==> src/rtl/io_pinmux.sv <==
// rtl/io_pinmux.sv - Wishbone-programmed IO pad function multiplexer
//
// Purpose: per-pad function select (GPIO plus NUM_FUNCS-1 peripheral
// alternates) written over Wishbone, with a sticky LOCK bit, combinational
// output muxing and a synchronised (optionally debounced) input path.
//
// Optional feature: define PINMUX_DEBOUNCE_EN to insert a per-pad debounce
// stage (DEB_CYCLES stability window) between the synchroniser and func_in.
//
// Ports:
//   wb_clk_i, wb_rst_i      clock, asynchronous active-high reset
//   wbs_*                   Wishbone slave (stb/cyc/we/sel/adr/dat, ack/dat_o)
//   io_in                   raw pad inputs
//   io_out, io_oeb          pad drive and active-low pad output enable
//   func_out, func_oe       per-function drive/enable, bit f*NUM_PADS+p
//   func_in                 conditioned pad input per function, same packing
module io_pinmux #(
    parameter int NUM_PADS    = 38,
    parameter int NUM_FUNCS   = 4,
    parameter int SYNC_STAGES = 2,
    parameter int DEB_CYCLES  = 16
) (
    input  logic                          wb_clk_i,
    input  logic                          wb_rst_i,
    input  logic                          wbs_stb_i,
    input  logic                          wbs_cyc_i,
    input  logic                          wbs_we_i,
    input  logic [3:0]                    wbs_sel_i,
    input  logic [31:0]                   wbs_adr_i,
    input  logic [31:0]                   wbs_dat_i,
    output logic                          wbs_ack_o,
    output logic [31:0]                   wbs_dat_o,
    input  logic [NUM_PADS-1:0]           io_in,
    output logic [NUM_PADS-1:0]           io_out,
    output logic [NUM_PADS-1:0]           io_oeb,
    input  logic [NUM_FUNCS*NUM_PADS-1:0] func_out,
    input  logic [NUM_FUNCS*NUM_PADS-1:0] func_oe,
    output logic [NUM_FUNCS*NUM_PADS-1:0] func_in
);

    localparam int FW = $clog2(NUM_FUNCS);
    localparam logic [6:0] LOCK_IDX = 7'd64;

    logic [FW-1:0]       sel_q [NUM_PADS];
    logic [FW-1:0]       eff   [NUM_PADS];
    logic                lock_q;
    logic                ack_q;
    logic [31:0]         dat_q;
    logic                pend_q;
    logic [6:0]          pend_idx_q;
    logic [FW-1:0]       pend_val_q;
    logic                pend_bit0_q;
    logic [NUM_PADS-1:0] sync_q [SYNC_STAGES];
    logic [NUM_PADS-1:0] cond;
    logic                req;
    logic [6:0]          idx;
    logic [31:0]         rd_data;
    logic                unused_bits;

    assign unused_bits = ^{wbs_adr_i[31:9], wbs_adr_i[1:0], wbs_dat_i[31:FW], wbs_sel_i[3:1]};

    // A new request is only taken while ack is low, which also keeps acks
    // from ever landing back to back.
    assign req = wbs_stb_i & wbs_cyc_i & ~ack_q;
    assign idx = wbs_adr_i[8:2];

    assign wbs_ack_o = ack_q;
    assign wbs_dat_o = dat_q;

    always_comb begin
        rd_data = 32'd0;
        if (idx == LOCK_IDX) begin
            rd_data[0] = lock_q;
        end else begin
            for (int p = 0; p < NUM_PADS; p++) begin
                if (idx == 7'(p)) begin
                    rd_data[FW-1:0] = sel_q[p];
                end
            end
        end
    end

    // Writes are captured with the request and committed on the edge that
    // ends the ack cycle, so the new select drives the pads the cycle after ack.
    always_ff @(posedge wb_clk_i or posedge wb_rst_i) begin
        if (wb_rst_i) begin
            ack_q       <= 1'b0;
            dat_q       <= 32'd0;
            pend_q      <= 1'b0;
            pend_idx_q  <= 7'd0;
            pend_val_q  <= '0;
            pend_bit0_q <= 1'b0;
            lock_q      <= 1'b0;
            for (int p = 0; p < NUM_PADS; p++) begin
                sel_q[p] <= '0;
            end
        end else begin
            ack_q       <= req;
            dat_q       <= (req && !wbs_we_i) ? rd_data : 32'd0;
            pend_q      <= req & wbs_we_i & wbs_sel_i[0];
            pend_idx_q  <= idx;
            pend_val_q  <= wbs_dat_i[FW-1:0];
            pend_bit0_q <= wbs_dat_i[0];
            if (pend_q) begin
                if (pend_idx_q == LOCK_IDX) begin
                    if (pend_bit0_q) begin
                        lock_q <= 1'b1;
                    end
                end else if (!lock_q) begin
                    for (int p = 0; p < NUM_PADS; p++) begin
                        if (pend_idx_q == 7'(p)) begin
                            sel_q[p] <= pend_val_q;
                        end
                    end
                end
            end
        end
    end

    // Out-of-range selects are kept in the register but mux as GPIO.
    always_comb begin
        for (int p = 0; p < NUM_PADS; p++) begin
            eff[p] = (int'(sel_q[p]) < NUM_FUNCS) ? sel_q[p] : '0;
        end
    end

    always_comb begin
        io_out = '0;
        io_oeb = '1;
        if (!wb_rst_i) begin
            for (int p = 0; p < NUM_PADS; p++) begin
                for (int f = 0; f < NUM_FUNCS; f++) begin
                    if (eff[p] == FW'(f)) begin
                        io_out[p] = func_out[f*NUM_PADS+p];
                        io_oeb[p] = ~func_oe[f*NUM_PADS+p];
                    end
                end
            end
        end
    end

    always_ff @(posedge wb_clk_i or posedge wb_rst_i) begin
        if (wb_rst_i) begin
            for (int i = 0; i < SYNC_STAGES; i++) begin
                sync_q[i] <= '0;
            end
        end else begin
            sync_q[0] <= io_in;
            for (int i = 1; i < SYNC_STAGES; i++) begin
                sync_q[i] <= sync_q[i-1];
            end
        end
    end

`ifdef PINMUX_DEBOUNCE_EN
    localparam int CW = $clog2(DEB_CYCLES + 1);

    logic [CW-1:0]       deb_cnt [NUM_PADS];
    logic [NUM_PADS-1:0] deb_q;

    // The count runs only while the synchronised input disagrees with the
    // debounced level; the DEB_CYCLES-th consecutive disagreement flips it.
    always_ff @(posedge wb_clk_i or posedge wb_rst_i) begin
        if (wb_rst_i) begin
            deb_q <= '0;
            for (int p = 0; p < NUM_PADS; p++) begin
                deb_cnt[p] <= '0;
            end
        end else begin
            for (int p = 0; p < NUM_PADS; p++) begin
                if (sync_q[SYNC_STAGES-1][p] != deb_q[p]) begin
                    if (deb_cnt[p] == CW'(DEB_CYCLES - 1)) begin
                        deb_q[p]   <= sync_q[SYNC_STAGES-1][p];
                        deb_cnt[p] <= '0;
                    end else begin
                        deb_cnt[p] <= deb_cnt[p] + 1'b1;
                    end
                end else begin
                    deb_cnt[p] <= '0;
                end
            end
        end
    end

    assign cond = deb_q;
`else
    assign cond = sync_q[SYNC_STAGES-1];
`endif

    // GPIO always sees the pad; an alternate sees it only when selected.
    always_comb begin
        func_in = '0;
        for (int p = 0; p < NUM_PADS; p++) begin
            func_in[p] = cond[p];
            for (int f = 1; f < NUM_FUNCS; f++) begin
                func_in[f*NUM_PADS+p] = cond[p] & (eff[p] == FW'(f));
            end
        end
    end

endmodule

==> config.mk <==
export PLATFORM = sky130hd
export DESIGN_NAME = io_pinmux
export DESIGN_NICKNAME = d
export VERILOG_FILES = /design/src/rtl/io_pinmux.sv
export SDC_FILE = /design/constraint.sdc
export NUM_CORES = 1
export LEC_CHECK = 0
export CAP_MARGIN = 20
export CORE_AREA = 2 2 264 266
export DETAILED_ROUTE_END_ITERATION = 16
export DIE_AREA = 0 0 266 268
export GPL_TIMING_DRIVEN = 0
export PLACE_DENSITY = 0.41
export SLEW_MARGIN = 20
export SYNTH_ARGS = -nofsm -noshare
export SYNTH_HDL_FRONTEND = slang
export SYNTH_SLANG_ARGS = --single-unit
export TNS_END_PERCENT = 30
==> constraint.sdc <==
create_clock -name wb_clk_i -period 17.9 [get_ports wb_clk_i]
set_clock_uncertainty 0.1 [all_clocks]
set_input_delay 1.79 -clock wb_clk_i [delete_from_list [all_inputs] [get_ports wb_clk_i]]
set_output_delay 1.79 -clock wb_clk_i [all_outputs]
set_load 0.05 [all_outputs]
==> run summary, run 1 <==
Top cells by area, synth - dfrtp_1 42%, mux4_2 18%, mux2_2 9.0%
Die W - 266 µm
Worst EP required - 16010 ps
Clock Tree Buf Depth - 2
Comb pwr share - 0.243
Cts hold-fix bufs - 0
Worst hold stages - 0
Hold Vio Cnt, Final - 0
Synthesis Warnings - 0
Ys flop type - dfrtp_1
Vias in the first global route - 9945
Die ar. - 0.07129 mm²
DP HPWL - 41460 µm
CP Class - primary input to output port
Actual slew at the worst max-slew pin - 1078 ps
Register-to-register setup slack - 15470 ps
CTS tree - done
Startpoint Class - primary input
Distinct cell type count after synthesis - 56
Max-cap violation count - 0
Placement Rows - 96
Routed wire length - 50090 µm
Cells after synthesis - 886
Max Slew Vio Count - 0
Vias - 9536
Final #Nets - 1941
Filler cells - 7147
Post-cts repair resize count - 0
Fin crit period - 6914 ps
Initial Util - 0.1463
Pwr Density - 60.07 mW/mm²
Detailed Routing Iterations Pass 1 - 5
Seq cells post-synth - 166
Post-CTS setup buffers - 0
Hold Crit Class - register to register
Slew margin rel. - 0.2745
Die Ht - 268 µm
GR Util All Layers - 0.1371
Fmax - 144.6 MHz
Initial antenna violation count - 9
Lkg Pwr - 7.259 nW
Inserted Clock Buffers - 17
Post-synth EDFFs - 0
Largest net degree at the start of global routing - 40
I/O pins - 676
Status - finished, final reports clean
FF-to-FF path depth - 4
Critical Path End Type - output port
Iteration-0 DRC Markers - 437
CTS Root Cell - clkbuf_16
Dominant cell type by area after synthesis - dfrtp_1
Core footprint - 0.06823 mm²
Min Hold Slack - 242.9 ps
Setup_tns - 0 ps
Multi-input logic area - 0.005157 mm²
Ys async rst share - 1.000
PortBufs - 587
First-pass GRT wire length - 69330 µm
WP data arrival - 5020 ps
# DRC - 0
Clk slew on worst S/H paths - 70 ps
Final setup viols - 0
Clk Latency, worst-skew pair - 480 ps
Post-Syn Area - 0.009982 mm²
Share of layout cells above drive strength 1 - 0.1957
Clock sinks - 166
Period utilisation layout - 0.3863
Switching Fraction - 0.2910
Routability cong. - 0.8296
Mapped Avg Cell Area - 11.27 µm²
RSZ-0062 raised after global routing - no
CTS H-Tree Depth - 4
Clock Power Share - 0.384
Part of the power in registers - 0.373
Total congestion overflow - 0
Max FO, Critical Path - 39
P&R area growth vs syn - 78.74%
VDD IR max - 78.17 µV
Wirelength per Cell - 20.63 µm
Via density - 3.928
Antenna-violating nets left - 0
Int Pwr - 0.7598 mW
Reg area - 0.004154 mm²
Area fraction of the dominant cell type after synthesis - 0.4161
Register area share after synthesis - 0.4161
Switching Power - 0.3119 mW
-- per-stage QoR --
stage / setup slack, ps / power, mW / cells / utilization / area [µm²]
final: 10990 / 1.072 / 2428 / 0.2615 / 17840
after global routing: 10710 / 1.122 / 2420 / 0.2612 / 17820
after floorplan: 6890 / 0.5305 / 915 / - / 10090
after CTS: 10830 / 1.098 / 2420 / 0.2612 / 17820
after global placement: 3643 / 0.6655 / 2384 / 0.2502 / 17070
after detailed placement: 10820 / 0.6701 / 2389 / 0.2520 / 17190
-- power by group through the flow --
| stage | logic, mW | registers (mW) | clock network [mW] |
|---|---|---|---|
| finish | 0.261 | 0.400 | 0.411 |
| global route | 0.274 | 0.402 | 0.446 |
| CTS | 0.264 | 0.400 | 0.434 |
| detailed placement | 0.263 | 0.407 | 0 |
| global placement | 0.258 | 0.407 | 0 |
| floorplan | 0.128 | 0.402 | 0 |
-- critical path, cell delays in order --
cell and delay (ps):
clkdlybuf4s50_1 390, inv_1 110, clkbuf_1 690, clkbuf_4 630, buf_12 300, buf_16 260, nand2_1 90, clkdlybuf4s50_1 710
-- cell usage in the layout (no fill, tap or decap), drive strengths merged, types with 30 or more instances in the layout --
master         count
and3              40
nand2            145
conb              30
nor2              94
buf               88
and2              41
mux2              81
mux4              82
clkbuf            51
dfrtp            166
clkdlybuf4s50    587
-- cell families (layout without fill, tap and decap cells) --
| logic type | Yosys count | count (layout) | synth area share |
|---|---|---|---|
| AO/OA/AOI/OAI | 42 | 42 | 0.03272 |
| buffers and inverters | 118 | 741 | 0.07809 |
| AND/OR/NAND/NOR | 389 | 389 | 0.1886 |
| flip-flops | 166 | 166 | 0.4161 |
| other | 1 | 38 | 0.0003757 |
| multiplexers | 170 | 170 | 0.2840 |
-- registers in the layout, summed over array words and instances (netlist names) --
register,count
eff,76
pend_q,1
pend_val_q,2
lock_q,1
cond,38
wbs_dat_o,2
pend_idx_q,7
sync_q,38
wbs_ack_o,1
-- synthesized netlist by cell type, types with 3 or more instances --
cell type,n
a31oi_1,5
nand2b_1,9
o221ai_1,3
buf_6,8
mux2_2,80
nor2_1,93
and2_1,41
a21oi_1,10
nor2b_1,6
nor3b_1,3
mux2i_1,7
buf_2,4
a211oi_1,3
nand3_1,6
nand4_1,4
and3b_1,10
dfrtp_1,166
mux4_2,80
nand2_1,145
o211ai_1,4
clkbuf_1,28
and3_1,40
inv_1,5
buf_4,71
nor4_1,3
nor3_1,15
-- worst paths after layout --
kind                                from          to
max                             wb_rst_i   io_oeb[2]
min                           sync_q[49]    cond[11]
max reg2reg                pend_idx_q[0]     eff[10]
min reg2reg                   sync_q[49]    cond[11]
max in group asynchronous       wb_rst_i  sync_q[58]
min in group asynchronous       wb_rst_i     cond[7]
-- final cells by class --
class	count	share of cell area
diodes	8	0.001122
flip-flops and latches	166	0.2328
repair buffers	592	0.3358
clock inverters	10	0.009397
inverters	5	0.001052
clock buffers	21	0.02581
multi-input cells	631	0.2891
plain buffers	113	0.04313
well taps	882	0.06185
-- metal layers --
| metal | track usage | part of all wire | up-vias |
|---|---|---|---|
| met5 | 0 | 0.00088 | - |
| li1 | - | - | 4382 |
| met1 | 0.1585 | 0.40 | 4692 |
| met3 | 0.03693 | 0.063 | 57 |
| met4 | 0.04464 | 0.023 | 6 |
| met2 | 0.2450 | 0.52 | 399 |
Note: power is estimated with default switching activity, not from simulation.
==> run 2: changes to the inputs <==
--- a/config.mk
+++ b/config.mk
@@ -10,7 +10,7 @@
 export DETAILED_ROUTE_END_ITERATION = 16
 export DIE_AREA = 0 0 266 268
 export GPL_TIMING_DRIVEN = 0
-export PLACE_DENSITY = 0.41
+export PLACE_DENSITY = 0.42
 export SLEW_MARGIN = 20
 export SYNTH_ARGS = -nofsm -noshare
 export SYNTH_HDL_FRONTEND = slang
==> constraint.sdc (replaced) <==
create_clock -name wb_clk_i -period 5.8 [get_ports wb_clk_i]
set_clock_uncertainty 0.1 [all_clocks]
set_input_delay 0.58 -clock wb_clk_i [delete_from_list [all_inputs] [get_ports wb_clk_i]]
set_output_delay 0.58 -clock wb_clk_i [all_outputs]
set_load 0.05 [all_outputs]
==> run 2 against run 1 <==
Non-clock buffer count shrank 2. Core utilization shrank 0.094 points. First-iteration DRC count shrank 1.4%. Largest cell class unchanged. Global-route usage grew 0.066 points. Critical path type unchanged. Cell area shrank 0.36%. Routed wire length grew 0.32%. Register-to-register slack lost 12000 ps. Via count is essentially flat. Power grew to 3.0 times the previous value. Combinational power grew to 3.1 times the previous value.
==> run summary, run 2 (synthesis results as in run 1) <==
Filler cells - 7191 (+0.62%)
Commonest cells after routing, fill and taps aside - 587 x clkdlybuf4s50_1, 166 x dfrtp_1, 145 x nand2_1, 93 x nor2_1
Max stage delay on crit path - 730 ps (+20 ps)
First-pass GRT wire length - 70040 µm (+1.0%)
Final setup viols - 0 (unchanged)
Vias in the first global route - 9978 (+0.33%)
Status - finished, final reports clean
DP Area - 0.01717 mm² (-0.15%)
Final #Nets - 1939 (-0.10%)
CTS tree - done
Initial Util - 0.1463 (unchanged)
Fmax - 234.0 MHz
Worst hold stages - 0 (unchanged)
Slowest cell on the critical path - clkdlybuf4s50_1
Crit-path cells - clkdlybuf4s50_1 -> inv_1 -> clkbuf_2 -> clkbuf_8 -> buf_16 -> buf_16 -> nand2_1 -> clkdlybuf4s50_1
# DRC - 0 (unchanged)
Most common cell after layout, fill and taps aside - clkdlybuf4s50_1
Clk slew on worst S/H paths - 70 ps (about the same)
Cts hold-fix bufs - 0 (unchanged)
Hold Crit Class - register to register
CP delay by family, top - buffers and inverters
Clk Latency, worst-skew pair - 480 ps (about the same)
Pwr Density - 182.6 mW/mm² (+200%)
Clock sinks - 166 (unchanged)
Die Ht - 268 µm (unchanged)
Setup_tns - 0 ps (unchanged)
P&R area growth vs syn - 78.10%
Max Slew Vio Count - 0 (unchanged)
VDD IR max - 231.8 µV (+200%)
I/O pins - 676 (unchanged)
Final WS setup - 1527 ps (-9460 ps)
Hold EP - cond[30]
Core footprint - 0.06823 mm² (unchanged)
Fin crit period - 4273 ps
Die ar. - 0.07129 mm² (unchanged)
Actual slew at the worst max-slew pin - 1106 ps (+28.07 ps)
Via density - 3.934 (+0.15%)
Design area - 0.01778 mm² (-0.36%)
Hold Vio Cnt, Final - 0 (unchanged)
Wirelength per Cell - 20.73 µm (+0.48%)
Max reg flops - 76 (unchanged)
Place WS - 862.2 ps (-9961 ps)
Placement Rows - 96 (unchanged)
Max FO, Critical Path - 84 (+120%)
Period utilisation layout - 0.7368
Worst EP required - 5120 ps (-10890 ps)
Register-to-register setup slack - 3360 ps (-12110 ps)
Post-cts repair resize count - 0 (unchanged)
Post-CTS setup buffers - 0 (unchanged)
Iteration-0 DRC Markers - 431 (-1.4%)
CP Class - primary input to output port
Lkg Pwr - 7.240 nW (-0.26%)
Min Hold Slack - 249.0 ps (+6.149 ps)
Detailed Routing Iterations Pass 1 - 5 (unchanged)
Largest net degree at the start of global routing - 85 (+110%)
FF-to-FF path depth - 4 (unchanged)
Slew margin rel. - 0.2556 (-0.01888)
Max-cap violation count - 0 (unchanged)
Total congestion overflow - 0 (unchanged)
Antenna-violating nets left - 0 (unchanged)
R2r startpoint - pend_idx_q[0]
Hold path startpoint - sync_q[68]
Vias - 9535 (-0.010%)
CTS H-Tree Depth - 4 (unchanged)
WP data arrival - 3590 ps (-1430 ps)
PortBufs - 587 (unchanged)
Terminus of the critical flop-to-flop path - eff[11]
Routed wire length - 50250 µm (+0.32%)
Startpoint Class - primary input
CTS Root Cell - clkbuf_16
Clock Tree Buf Depth - 2 (unchanged)
Critical path buffers and inverters - 7 (unchanged)
Inserted Clock Buffers - 17 (unchanged)
Die W - 266 µm (unchanged)
Routability cong. - 0.8220 (-0.92%)
GR Util All Layers - 0.1378 (+0.0006573)
RSZ-0062 raised after global routing - no
DP HPWL - 41010 µm (-1.1%)
Share of layout cells above drive strength 1 - 0.1965 (+0.0007779)
Initial antenna violation count - 4 (-5)
Critical Path End Type - output port
-- run 2: cell types whose count changed in the layout (fill, tap and decap cells not counted) --
cell	before	now
clkbuf_1	25	23
diode_2	8	5
clkbuf_4	2	1
clkbuf_2	5	6
inv_8	0	2
buf_16	2	3
clkbuf_8	2	3
bufinv_16	4	2
clkinv_2	1	3
buf_12	3	0
clkinv_4	1	0
inv_6	3	4
-- run 2: worst max-delay path by stage --
stage                     slack, ps     start          to  cells after the start
final                          1530  wb_rst_i  io_oeb[11]                      8
after global routing           1210  wb_rst_i  io_oeb[11]                      8
after CTS                       850  wb_rst_i  io_oeb[11]                      8
after floorplan                 740  wb_rst_i   io_oeb[0]                      4
after global placement        -1690  wb_rst_i   io_oeb[5]                      6
after detailed placement        860  wb_rst_i  io_oeb[11]                      8
-- run 2: final cells by class --
class,instances,area [µm²],share of cell area
timing repair buffer,590,5958,0.3351
sequential,166,4154,0.2337
inverter,5,18.77,0.001056
multi-input combinational,631,5157,0.2901
antenna,5,12.51,0.0007038
clock buffer,20,456.7,0.02569
buffer,113,777.0,0.04370
clock inverter,12,140.1,0.007882
tap,882,1104,0.06207
-- run 2: metal layers --
layer | track usage | vias to the layer above | wire length, µm
li1 | - | 4354 | -
met1 | 0.1603 | 4722 | 20110
met2 | 0.2467 | 414 | 25850
met3 | 0.03766 | 41 | 3448
met4 | 0.04009 | 4 | 815
met5 | 0 | - | 30
-- run 2: per-stage QoR --
stage | instances | utilization | total power, mW
final | 2424 | 0.2606 | 3.246
after CTS | 2419 | 0.2604 | 3.332
after global routing | 2419 | 0.2604 | 3.409
after floorplan | 915 | - | 1.637
after global placement | 2384 | 0.2502 | 2.055
after detailed placement | 2387 | 0.2516 | 2.067
-- run 2: power breakdown --
part,internal (mW),switching [mW],total [mW]
Sequential,1.19,0.0396,1.23
Clock,0.665,0.546,1.21
Combinational,0.404,0.397,0.801
Total,2.26,0.982,3.25
==> run 3: changes to the inputs <==
--- a/config.mk
+++ b/config.mk
@@ -10,7 +10,7 @@
 export DETAILED_ROUTE_END_ITERATION = 16
 export DIE_AREA = 0 0 266 268
 export GPL_TIMING_DRIVEN = 0
-export PLACE_DENSITY = 0.42
+export PLACE_DENSITY = 0.41
 export SLEW_MARGIN = 20
 export SYNTH_ARGS = -nofsm -noshare
 export SYNTH_HDL_FRONTEND = slang
==> constraint.sdc (replaced) <==
create_clock -name wb_clk_i -period 4.4 [get_ports wb_clk_i]
set_clock_uncertainty 0.1 [all_clocks]
set_input_delay 0.44 -clock wb_clk_i [delete_from_list [all_inputs] [get_ports wb_clk_i]]
set_output_delay 0.44 -clock wb_clk_i [all_outputs]
set_load 0.05 [all_outputs]
==> run 3 against run 2 <==
Critical path type unchanged. Critical endpoint is now io_out[16]. Highest routed layer unchanged. First-iteration DRC count shrank 6.0%. Sequential cell count is the same. Die area is the same.
==> run summary, run 3 (synthesis results as in run 1) <==
Die W - 266 µm (unchanged)
Iteration-0 DRC Markers - 405 (-6.0%)
Period utilisation layout - 0.8649
Final setup viols - 0 (unchanged)
CP Class - primary input to output port
Max FO, Critical Path - 14 (-83%)
Share of layout cells above drive strength 1 - 0.1949 (-0.001571)
Hold path startpoint - sync_q[61]
Critical Path End Type - output port
WP data arrival - 3270 ps (-320 ps)
Clock sinks - 166 (unchanged)
Hold Vio Cnt, Final - 0 (unchanged)
Terminus of the critical flop-to-flop path - eff[42]
P&R area growth vs syn - 77.19%
Most common cell after layout, fill and taps aside - clkdlybuf4s50_1
VDD IR max - 264.9 µV (+14%)
Routability cong. - 0.8295 (+0.91%)
Total power - 4.179 mW (+29%)
Inserted Clock Buffers - 17 (unchanged)
GR Util All Layers - 0.1368 (-0.0009833)
Commonest cells after routing, fill and taps aside - 587 x clkdlybuf4s50_1, 166 x dfrtp_1, 145 x nand2_1, 93 x nor2_1
Initial antenna violation count - 7 (+3)
Routed wire length - 49450 µm (-1.6%)
Clk slew on worst S/H paths - 60 ps (about the same)
Pwr Density - 236.3 mW/mm² (+29%)
Worst EP required - 3860 ps (-1260 ps)
Antenna-violating nets left - 0 (unchanged)
Largest net degree at the start of global routing - 138 (+62%)
Vias in the first global route - 9891 (-0.87%)
Register-to-register setup slack - 1880 ps (-1480 ps)
R2r startpoint - pend_idx_q[0]
Setup_tns - 0 ps (unchanged)
I/O pins - 676 (unchanged)
Hold Crit Class - register to register
Placement Rows - 96 (unchanged)
Die Ht - 268 µm (unchanged)
Initial Util - 0.1463 (unchanged)
Status - finished, final reports clean
Max-cap violation count - 0 (unchanged)
Max reg flops - 76 (unchanged)
CTS tree - done
Fmax - 262.8 MHz
RSZ-0062 raised after global routing - no
DP HPWL - 40400 µm (-1.5%)
Clock Tree Buf Depth - 2 (unchanged)
Final core occ - 0.2592 (-0.001339)
First-pass GRT wire length - 69340 µm (-1.0%)
Hold EP - cond[23]
Core footprint - 0.06823 mm² (unchanged)
Worst hold stages - 0 (unchanged)
Wirelength per Cell - 20.46 µm (-1.3%)
Post-cts repair resize count - 0 (unchanged)
Final #Nets - 1936 (-0.15%)
FF-to-FF path depth - 4 (unchanged)
Via density - 3.911 (-0.57%)
Total congestion overflow - 0 (unchanged)
Vias - 9453 (-0.86%)
Startpoint Class - primary input
Slew margin rel. - 0.1965 (-0.05910)
Post-CTS setup buffers - 0 (unchanged)
Fin crit period - 3806 ps
PortBufs - 587 (unchanged)
Die ar. - 0.07129 mm² (unchanged)
Detailed Routing Iterations Pass 1 - 4 (-1)
Max Slew Vio Count - 0 (unchanged)
CTS Root Cell - clkbuf_16
# DRC - 0 (unchanged)
Lkg Pwr - 7.200 nW (-0.55%)
Cts hold-fix bufs - 0 (unchanged)
CTS H-Tree Depth - 4 (unchanged)
Clk Latency, worst-skew pair - 480 ps (about the same)
Actual slew at the worst max-slew pin - 1194 ps (+87.84 ps)
run 3: worst max-delay path, cell delays in order:
cell	delay (ps)
clkdlybuf4s50_1	390
inv_1	480
clkbuf_1	820
and2_1	290
clkdlybuf4s50_1	810
run 3: area by class of cell:
cell class                 instances  area, µm²
antenna                            1      2.502
buffer                           112      783.3
clock buffer                      19      442.9
clock inverter                    13      121.4
fill                            7237      50540
inverter                           5      18.77
multi-input combinational        631       5157
sequential                       166       4154
tap                              882       1104
timing repair buffer             588       5903
run 3: layer usage:
metal  track usage  part of all wire
met5             0           0.00055
met3       0.03739             0.065
met4       0.04525             0.019
met1        0.1574              0.40
met2        0.2446              0.52
run 3: report_power, final:
| part | leakage [nW] | switching [mW] | internal (mW) |
|---|---|---|---|
| registers | 2.12 | 0.0510 | 1.57 |
| logic | 4.80 | 0.522 | 0.529 |
| clock network | 0.280 | 0.705 | 0.799 |
run 3: per-stage QoR:
stage          hold WS, ps  std cells  setup WS, ps  cell area (µm²)
2_1_floorplan        231.2        915         939.8            10090
3_3_place_gp         231.7       2384        -972.6            17070
3_5_place_dp         234.7       2385         173.5            17120
4_1_cts              239.2       2417         160.1            17690
5_1_grt              255.0       2416         309.1            17680
6_report             247.6       2417         594.3            17690
run 3: worst max path at each step:
stage                  start    endpoint  slack (ps)
global route        wb_rst_i  io_oeb[11]         310
floorplan           wb_rst_i   io_oeb[0]         940
finish              wb_rst_i  io_out[16]         590
global placement    wb_rst_i  io_oeb[11]        -970
detailed placement  wb_rst_i   io_oeb[1]         170
CTS                 wb_rst_i  io_oeb[11]         160
